<file path="src/rtl/pc_sequencer_if.sv">
// Bundles the sequencer's fetch handshake, redirect inputs and status outputs.
// master is the sequencer side; slave is the pipeline and fetch side.
interface pc_sequencer_if #(
    parameter int ADDR_W = 16
);
    logic [ADDR_W-1:0] pc_q;
    logic [ADDR_W-1:0] epc;
    logic [ADDR_W-1:0] br_target;
    logic [ADDR_W-1:0] jmp_target;
    logic              fetch_req;
    logic              fetch_ack;
    logic              stall;
    logic              br_taken;
    logic              jmp;
    logic              ret;
    logic              irq;
    logic              irq_ack;
    logic              in_isr;
    logic              halt;
    logic              halted;

    modport master (
        output pc_q, epc, fetch_req, irq_ack, in_isr, halted,
        input  fetch_ack, stall, br_taken, br_target, jmp, jmp_target,
               ret, irq, halt
    );

    modport slave (
        input  pc_q, epc, fetch_req, irq_ack, in_isr, halted,
        output fetch_ack, stall, br_taken, br_target, jmp, jmp_target,
               ret, irq, halt
    );
endinterface

</file>
<file path="src/rtl/pc_sequencer.sv">
// Program counter sequencer: sequential fetch, branch/jump redirects,
// interrupt entry/return and halt-until-interrupt.
//
// state | meaning
// BOOT  | first cycle out of reset, pc at RESET_VEC, no fetch
// FETCH | fetch of pc_q requested; redirects and acks are applied here
// IRQ   | one-cycle interrupt acknowledge, then vector to IRQ_VEC
// HALT  | pc frozen; only an unmasked irq (or reset) leaves
module pc_sequencer #(
    parameter int                   ADDR_W    = 16,
    parameter logic [ADDR_W-1:0]    RESET_VEC = 16'h0000,
    parameter logic [ADDR_W-1:0]    IRQ_VEC   = 16'h0010,
    parameter int unsigned          INC       = 1
) (
    input  logic                  clk,
    input  logic                  rst,
    pc_sequencer_if.master        bus
);
    typedef enum logic [1:0] {
        BOOT  = 2'd0,
        FETCH = 2'd1,
        IRQ   = 2'd2,
        HALT  = 2'd3
    } state_t;

    localparam logic [ADDR_W-1:0] STEP = ADDR_W'(INC);

    state_t            state;
    logic [ADDR_W-1:0] pc;
    logic [ADDR_W-1:0] epc;
    logic              in_isr;
    logic              fetch_req;
    logic              irq_ack;
    logic              halted;

    // Status flags are registered alongside every state transition so they
    // always equal the decode of the state register.
    always_ff @(posedge clk or negedge rst) begin
        if (!rst) begin
            state     <= BOOT;
            pc        <= RESET_VEC;
            epc       <= '0;
            in_isr    <= 1'b0;
            fetch_req <= 1'b0;
            irq_ack   <= 1'b0;
            halted    <= 1'b0;
        end else begin
            case (state)
                BOOT: begin
                    state     <= FETCH;
                    fetch_req <= 1'b1;
                end
                FETCH: begin
                    if (!bus.stall) begin
                        if (bus.halt) begin
                            state     <= HALT;
                            fetch_req <= 1'b0;
                            halted    <= 1'b1;
                        end else if (bus.ret && in_isr) begin
                            pc     <= epc;
                            in_isr <= 1'b0;
                        end else if (bus.br_taken) begin
                            pc <= bus.br_target;
                        end else if (bus.jmp) begin
                            pc <= bus.jmp_target;
                        end else if (bus.fetch_ack && bus.irq && !in_isr) begin
                            epc       <= pc + STEP;
                            state     <= IRQ;
                            fetch_req <= 1'b0;
                            irq_ack   <= 1'b1;
                        end else if (bus.fetch_ack) begin
                            pc <= pc + STEP;
                        end
                    end
                end
                IRQ: begin
                    pc        <= IRQ_VEC;
                    in_isr    <= 1'b1;
                    state     <= FETCH;
                    fetch_req <= 1'b1;
                    irq_ack   <= 1'b0;
                end
                HALT: begin
                    // Wake resumes at the halted PC itself, not pc+INC.
                    if (bus.irq && !in_isr) begin
                        epc     <= pc;
                        state   <= IRQ;
                        halted  <= 1'b0;
                        irq_ack <= 1'b1;
                    end
                end
                default: begin
                    state     <= BOOT;
                    fetch_req <= 1'b0;
                    irq_ack   <= 1'b0;
                    halted    <= 1'b0;
                end
            endcase
        end
    end

    assign bus.pc_q      = pc;
    assign bus.epc       = epc;
    assign bus.in_isr    = in_isr;
    assign bus.fetch_req = fetch_req;
    assign bus.irq_ack   = irq_ack;
    assign bus.halted    = halted;
endmodule

</file>
<file path="src/flat_wrapper.sv">
// flat-port wrapper written by rule: the top's interface ports become plain ports
module pc_sequencer_flat 
#(
    parameter int                   ADDR_W    = 16,
    parameter logic [ADDR_W-1:0]    RESET_VEC = 16'h0000,
    parameter logic [ADDR_W-1:0]    IRQ_VEC   = 16'h0010,
    parameter int unsigned          INC       = 1
)
  (clk, rst, bus_pc_q, bus_epc, bus_fetch_req, bus_irq_ack, bus_in_isr, bus_halted, bus_fetch_ack, bus_stall, bus_br_taken, bus_br_target, bus_jmp, bus_jmp_target, bus_ret, bus_irq, bus_halt);
  pc_sequencer_if #(.ADDR_W(ADDR_W)) bus_i ();
  input  logic clk;
  input  logic rst;
  output wire logic [$bits(bus_i.pc_q)-1:0] bus_pc_q;
  output wire logic [$bits(bus_i.epc)-1:0] bus_epc;
  output wire logic [$bits(bus_i.fetch_req)-1:0] bus_fetch_req;
  output wire logic [$bits(bus_i.irq_ack)-1:0] bus_irq_ack;
  output wire logic [$bits(bus_i.in_isr)-1:0] bus_in_isr;
  output wire logic [$bits(bus_i.halted)-1:0] bus_halted;
  input wire logic [$bits(bus_i.fetch_ack)-1:0] bus_fetch_ack;
  input wire logic [$bits(bus_i.stall)-1:0] bus_stall;
  input wire logic [$bits(bus_i.br_taken)-1:0] bus_br_taken;
  input wire logic [$bits(bus_i.br_target)-1:0] bus_br_target;
  input wire logic [$bits(bus_i.jmp)-1:0] bus_jmp;
  input wire logic [$bits(bus_i.jmp_target)-1:0] bus_jmp_target;
  input wire logic [$bits(bus_i.ret)-1:0] bus_ret;
  input wire logic [$bits(bus_i.irq)-1:0] bus_irq;
  input wire logic [$bits(bus_i.halt)-1:0] bus_halt;
  assign bus_pc_q = bus_i.pc_q;
  assign bus_epc = bus_i.epc;
  assign bus_fetch_req = bus_i.fetch_req;
  assign bus_irq_ack = bus_i.irq_ack;
  assign bus_in_isr = bus_i.in_isr;
  assign bus_halted = bus_i.halted;
  assign bus_i.fetch_ack = bus_fetch_ack;
  assign bus_i.stall = bus_stall;
  assign bus_i.br_taken = bus_br_taken;
  assign bus_i.br_target = bus_br_target;
  assign bus_i.jmp = bus_jmp;
  assign bus_i.jmp_target = bus_jmp_target;
  assign bus_i.ret = bus_ret;
  assign bus_i.irq = bus_irq;
  assign bus_i.halt = bus_halt;
  pc_sequencer #(.ADDR_W(ADDR_W), .RESET_VEC(RESET_VEC), .IRQ_VEC(IRQ_VEC), .INC(INC)) u_core (.clk(clk), .rst(rst), .bus(bus_i));
endmodule
</file>
<file path="config.mk">
export PLATFORM = sky130hd
export DESIGN_NAME = pc_sequencer_flat
export DESIGN_NICKNAME = d
export VERILOG_FILES = /design/src/rtl/pc_sequencer_if.sv /design/src/rtl/pc_sequencer.sv /design/src/flat_wrapper.sv
export SDC_FILE = /design/constraint.sdc
export NUM_CORES = 1
export LEC_CHECK = 0
export CORE_MARGIN = 2
export CORE_UTILIZATION = 47
export DETAILED_ROUTE_END_ITERATION = 12
export HOLD_SLACK_MARGIN = 0.15
export MAX_ROUTING_LAYER = met4
export PLACE_DENSITY = 0.8
export SLEW_MARGIN = 20
export SYNTH_ARGS = -nofsm -noshare
export SYNTH_HDL_FRONTEND = slang
export SYNTH_SLANG_ARGS = --single-unit
export TNS_END_PERCENT = 20
</file>
<file path="constraint.sdc">
create_clock -name clk -period 2.58 [get_ports clk]
set_input_delay 0.258 -clock clk [delete_from_list [all_inputs] [get_ports clk]]
set_output_delay 0.258 -clock clk [all_outputs]
set_load 0.02 [all_outputs]
</file>
; ---- Word-level counts from Yosys, hierarchy flattened
; Index checks and enable logic that the tools add are counted.
[totals]
word_cells = 91
register_bits = 38
inputBits = 41
[op_classes]
eq_ne = 18
addsub = 1
n_reduce_logical = 18
n_mux = 47
[op_table]
columns = cell, count
row1 = $mux 16, 14
row2 = $pmux 16 s2, 2
row3 = $mux 1, 19
row4 = $add 16x1->16 const B, 1
row5 = $reduce_and 8->1, 2
row6 = $mux 2, 7
row7 = $ne 2x2->1 const B, 6
row8 = $reduce_and 6->1, 2
row9 = $ne 5x4->1 const B, 2
row10 = $ne 3x3->1 const B, 3
row11 = $reduce_and 4->1, 2
row12 = $ne 2x1->1 const B, 3
row13 = $pmux 1 s2, 3
row14 = $pmux 2 s3, 1
row15 = $reduce_bool 2->1, 3
row16 = $reduce_and 5->1, 1
row17 = $eq 2x2->1 const B, 2
row18 = $logic_and 1x1->1, 4
row19 = $ne 3x2->1 const B, 1
row20 = $pmux 1 s3, 1
row21 = $reduce_bool 3->1, 1
row22 = $eq 2x1->1 const B, 1
row23 = $logic_not 2->1, 1
row24 = $reduce_or 2->1, 1
row25 = $logic_not 1->1, 1

; ---- Logic depth before layout (Yosys ltp)
[logic_depth]
depth_word = 9
depth_mapped = 8
depth_no_buf = 6

; ---- Worst setup path after synthesis
; No wires, ideal clock.
[synth_path]
kind = flip-flop to flip-flop
startpoint = reg u_core.pc[0] (netlist: u_core.bus.pc_q[0])
endpoint = reg u_core.pc[8] (netlist: u_core.bus.pc_q[8])
t_arrival_ns = 1.931
setup_slack_ns = 0.585
n_path_buf = 1
required_ns = 2.516
period_less_slack_ns = 1.995
path_stages_with_launch = 8
path_cell_list = dfrtp_1 -> ha_1 -> and4_1 -> clkbuf_1 -> nand2_1 -> or4_1 -> a31oi_1 -> a21o_1
[synth_between]
elab_chain_cells = 9
[synth_rtl]
columns = element, line_no
row1 = "start, declared", pc_sequencer.sv:29  ; logic [ADDR_W-1:0] pc;
row2 = "start signal, assigned", pc_sequencer.sv:60  ; pc <= epc;
row3 = "start signal, assigned", pc_sequencer.sv:63  ; pc <= bus.br_target;
row4 = "start signal, assigned", pc_sequencer.sv:65  ; pc <= bus.jmp_target;
row5 = $add 16x1->16, pc_sequencer.sv:72  ; pc <= pc + STEP;
row6 = $mux 16, pc_sequencer.sv:71  ; end else if (bus.fetch_ack) begin
row7 = $mux 16, pc_sequencer.sv:66  ; end else if (bus.fetch_ack && bus.irq && !in_isr) begin
row8 = $mux 16, pc_sequencer.sv:64  ; end else if (bus.jmp) begin
row9 = $mux 16, pc_sequencer.sv:62  ; end else if (bus.br_taken) begin
row10 = $mux 16, pc_sequencer.sv:59  ; end else if (bus.ret && in_isr) begin
row11 = $mux 16, pc_sequencer.sv:55  ; if (bus.halt) begin
row12 = $mux 16, pc_sequencer.sv:54  ; if (!bus.stall) begin
row13 = $pmux 16 s2, pc_sequencer.sv:48  ; case (state)
; Every way passes these cells. The select of a mux whose other input is x is not followed.
; A chain may end at the register's enable or synchronous reset.

; ---- Worst setup path in the final report
; Ends and elaborated chain as after synthesis.

==> flow_metrics.env <==
export IMPL_die_area_um2=5891
export IMPL_grt_max_degree=39
export IMPL_num_vias=2795
export IMPL_synthArstFlopShare_pct=100.0
export IMPL_ys_top_cells_by_area="dfrtp_1 38%, o21ai_0 5.4%, a21oi_1 5.2%"
export IMPL_yosys_register_bits=38
export IMPL_synth_area_per_cell_um2=8.518
export IMPL_synth_cell_types=52
export IMPL_slew_violations=0
export IMPL_grt_overflow_total=0
export IMPL_yosysMostFrequentCell="dfrtp_1"
export IMPL_hold_class="reg -> reg"
export IMPL_max_slew_worst_pin_slew_ns=0.8547
export IMPL_hold_violations=0
export IMPL_cts_clk_slew_worst_paths_ns=0.08
export IMPL_setup_viol=0
export IMPL_cts_buffer_depth=2
export IMPL_cts_resized=0
export IMPL_tritoncts="yes"
export IMPL_slew_headroom_pct=43.02
export IMPL_ys_top_cells_by_count="38 x dfrtp_1, 31 x nand2_1, 27 x o21ai_0, 26 x a21oi_1, 24 x nor2_1"
export IMPL_port_buffers=76
export IMPL_vdd_drop_max_mv=0.6918
export IMPL_period_minus_slack_ns=2.101
export IMPL_num_io_pins=77
export IMPL_crit_required_ns=2.83
export IMPL_powerDensity_nw_per_um2=1066
export IMPL_antennaDiodeCount=0
export IMPL_status="finished, final reports clean"
export IMPL_crit_type="reg -> reg"
export IMPL_critPathArrivalTime_ns=2.35
export IMPL_fillCellCount=432
export IMPL_fin_worst_skew_ns=0.006358
export IMPL_drtIter0Drc=244
export IMPL_coreArea_um2=5107
export IMPL_yosysSeqAreaShare_pct=38.23
export IMPL_synth_top_cell_by_area="dfrtp_1"
export IMPL_startpoint_type="flip-flop"
export IMPL_die_w_um=76.75
export IMPL_place_hpwl_um=5757
export IMPL_nets=413
export IMPL_syn_area_um2=2487
export IMPL_dr_pass1_iters=5
export IMPL_clkSinkCount=38
export IMPL_grt_pass1_vias=2706
export IMPL_start_util_pct=48.70
export IMPL_drc=0
export IMPL_synthesis_nets=334
export IMPL_fin_setup_tns_ns=0
export IMPL_grt_pass1_wl_um=13580
export IMPL_ant_nets=0
export IMPL_clock_root_buffer="clkbuf_8"
export IMPL_maxCapViolCount=0
export IMPL_end_kind="flip-flop"
export IMPL_synth_warnings=0
export IMPL_hold_ws_ns=0.4908
export IMPL_synth_edff_count=0
export IMPL_clkLatencyLatePin_ns=0.30
export IMPL_post_route_period_util_pct=81.43
export IMPL_rows=26
export IMPL_routed_wl_um=8178
export IMPL_finalWeightedCongestion=0.9036
export IMPL_p_leak_nw=1.433
export IMPL_final_layout_size_suffix_gt1_share_pct=7.527
export IMPL_cts_buffers=5
export IMPL_wire_per_inst_um=18.50
export IMPL_rsz0062_at_grt="false"
export IMPL_avgViaCountPerCell=6.324
export IMPL_crit_path_max_fanout=8
export IMPL_fp_dieH_um=76.75
export IMPL_area_delta_synth_final_pct=40.29
export IMPL_h_tree_depth=2
export IMPL_antenna_found_initial=0
export IMPL_grt_total_usage_pct=29.71
export IMPL_max_freq_mhz=476.0
export IMPL_syn_inst=292
export IMPL_ys_flop_type="dfrtp_1"
export IMPL_synth_top_area_share_pct=38.23
[critical path: stages (launching register included)]
cell and delay [ns]:
dfrtp_1 0.51, ha_1 0.29, and4_1 0.44, nand2_1 0.13, or4_1 0.41, a31oi_1 0.17
a21o_1 0.10
[power by group]
| part | switching, W | total [W] | internal [W] | leakage [nW] |
|---|---|---|---|---|
| logic | 0.000979 | 0.00185 | 0.000871 | 0.890 |
| clock network | 0.000232 | 0.000645 | 0.000413 | 0.0714 |
| registers | 0.000369 | 0.00122 | 0.000855 | 0.471 |
| total | 0.00158 | 0.00372 | 0.00214 | 1.43 |
[stage by stage]
| step | instances | util, % | worst slack [ns] | power (W) | area [µm²] |
|---|---|---|---|---|---|
| after floorplan | 292 | - | 0.5847 | 0.002199 | 2487 |
| after global routing | 442 | 68.32 | 0.3200 | 0.003936 | 3490 |
| after detailed placement | 433 | 65.34 | 0.2348 | 0.003056 | 3337 |
| after global placement | 433 | 65.34 | 0.2929 | 0.003009 | 3337 |
| final | 442 | 68.32 | 0.4792 | 0.003719 | 3490 |
| after CTS | 442 | 68.32 | 0.5070 | 0.003702 | 3490 |
[layout by cell type, fill, tap and decap left out, types with 2 or more instances in the layout]
master           synthesis  layout
and2_1                   4       4
a211oi_1                 4       4
o22ai_1                  6       6
o311ai_0                 7       7
a21oi_1                 26      26
a22o_1                   2       2
o21ai_0                 27      27
inv_1                    6       6
and3_1                   5       5
nand2b_1                 5       5
dfrtp_1                 38      38
bufinv_16                0       2
clkdlybuf4s50_1          0      75
xor2_1                   6       6
a221o_1                  2       2
a221oi_1                 2       2
nor2_1                  24      24
buf_4                    1      13
a32o_1                   3       3
nand2_1                 31      31
o2111ai_1                3       3
a31oi_1                  9       9
nand3_1                 12      12
nand4_1                  5       5
o21a_1                   7       7
a22oi_1                  2       2
and4_1                   4       4
xnor2_1                  3       3
nor4_1                   2       2
a31o_1                   3       3
clkbuf_8                 0       6
a21o_1                   8       8
[registers in the layout (all words and copies together), names as in the netlist]
| signal | flops |
|---|---|
| u_core.bus.epc | 16 |
| u_core.bus.halted | 1 |
| u_core.state | 2 |
| u_core.bus.pc_q | 16 |
| u_core.bus.fetch_req | 1 |
| u_core.bus.in_isr | 1 |
| u_core.bus.irq_ack | 1 |
[per-layer routing]
layer  up-vias  share of wire, %  global-route usage (%)
li1       1267                 -                       -
met1      1321                42                   38.22
met2       185                47                   46.32
met3        22               9.4                   6.235
met4         0               2.3                   11.09
met5         -                 0                       -
[area by class of cell]
type	instances	area, µm²	share of cell area, %
Clock buffer	6	82.58	2.366
Multi-Input combinational cell	230	1423	40.77
Sequential cell	38	950.9	27.25
Timing Repair Buffer	90	863.3	24.74
Tap cell	70	87.58	2.510
Inverter	6	22.52	0.6454
Clock inverter	2	60.06	1.721
[final timing paths]
kind / from / endpoint / slack (ns) / depth (start not counted)
max in group asynchronous: rst / u_core.bus.epc[7] / 1.45 / 2
setup reg to reg: u_core.bus.pc_q[0] / u_core.bus.pc_q[8] / 0.48 / 6
setup / recovery: u_core.bus.pc_q[0] / u_core.bus.pc_q[8] / 0.48 / 6
hold / removal: u_core.bus.irq_ack / u_core.bus.irq_ack / 0.49 / 2
min in group asynchronous: rst / u_core.bus.pc_q[11] / 0.60 / 2
hold reg to reg: u_core.bus.irq_ack / u_core.bus.irq_ack / 0.49 / 2
[cells by family after synthesis]
group                    Yosys count  synth area share (%)
AO/OA/AOI/OAI                    120                 33.10
AND/OR/NAND/NOR                   98                 19.57
flip-flops                        38                 38.23
buffers and inverters             24                 4.577
XOR/XNOR                           9                 3.169
multiplexers                       2                0.8551
adder cells (fa/ha/maj)            1                0.5029
[repair_timing]
item,4_1_cts,5_1_grt
setup buffers,0,0
hold buffers,1,0
hold endpoints to repair,38,0
Note: power is estimated with default switching activity, not from simulation.
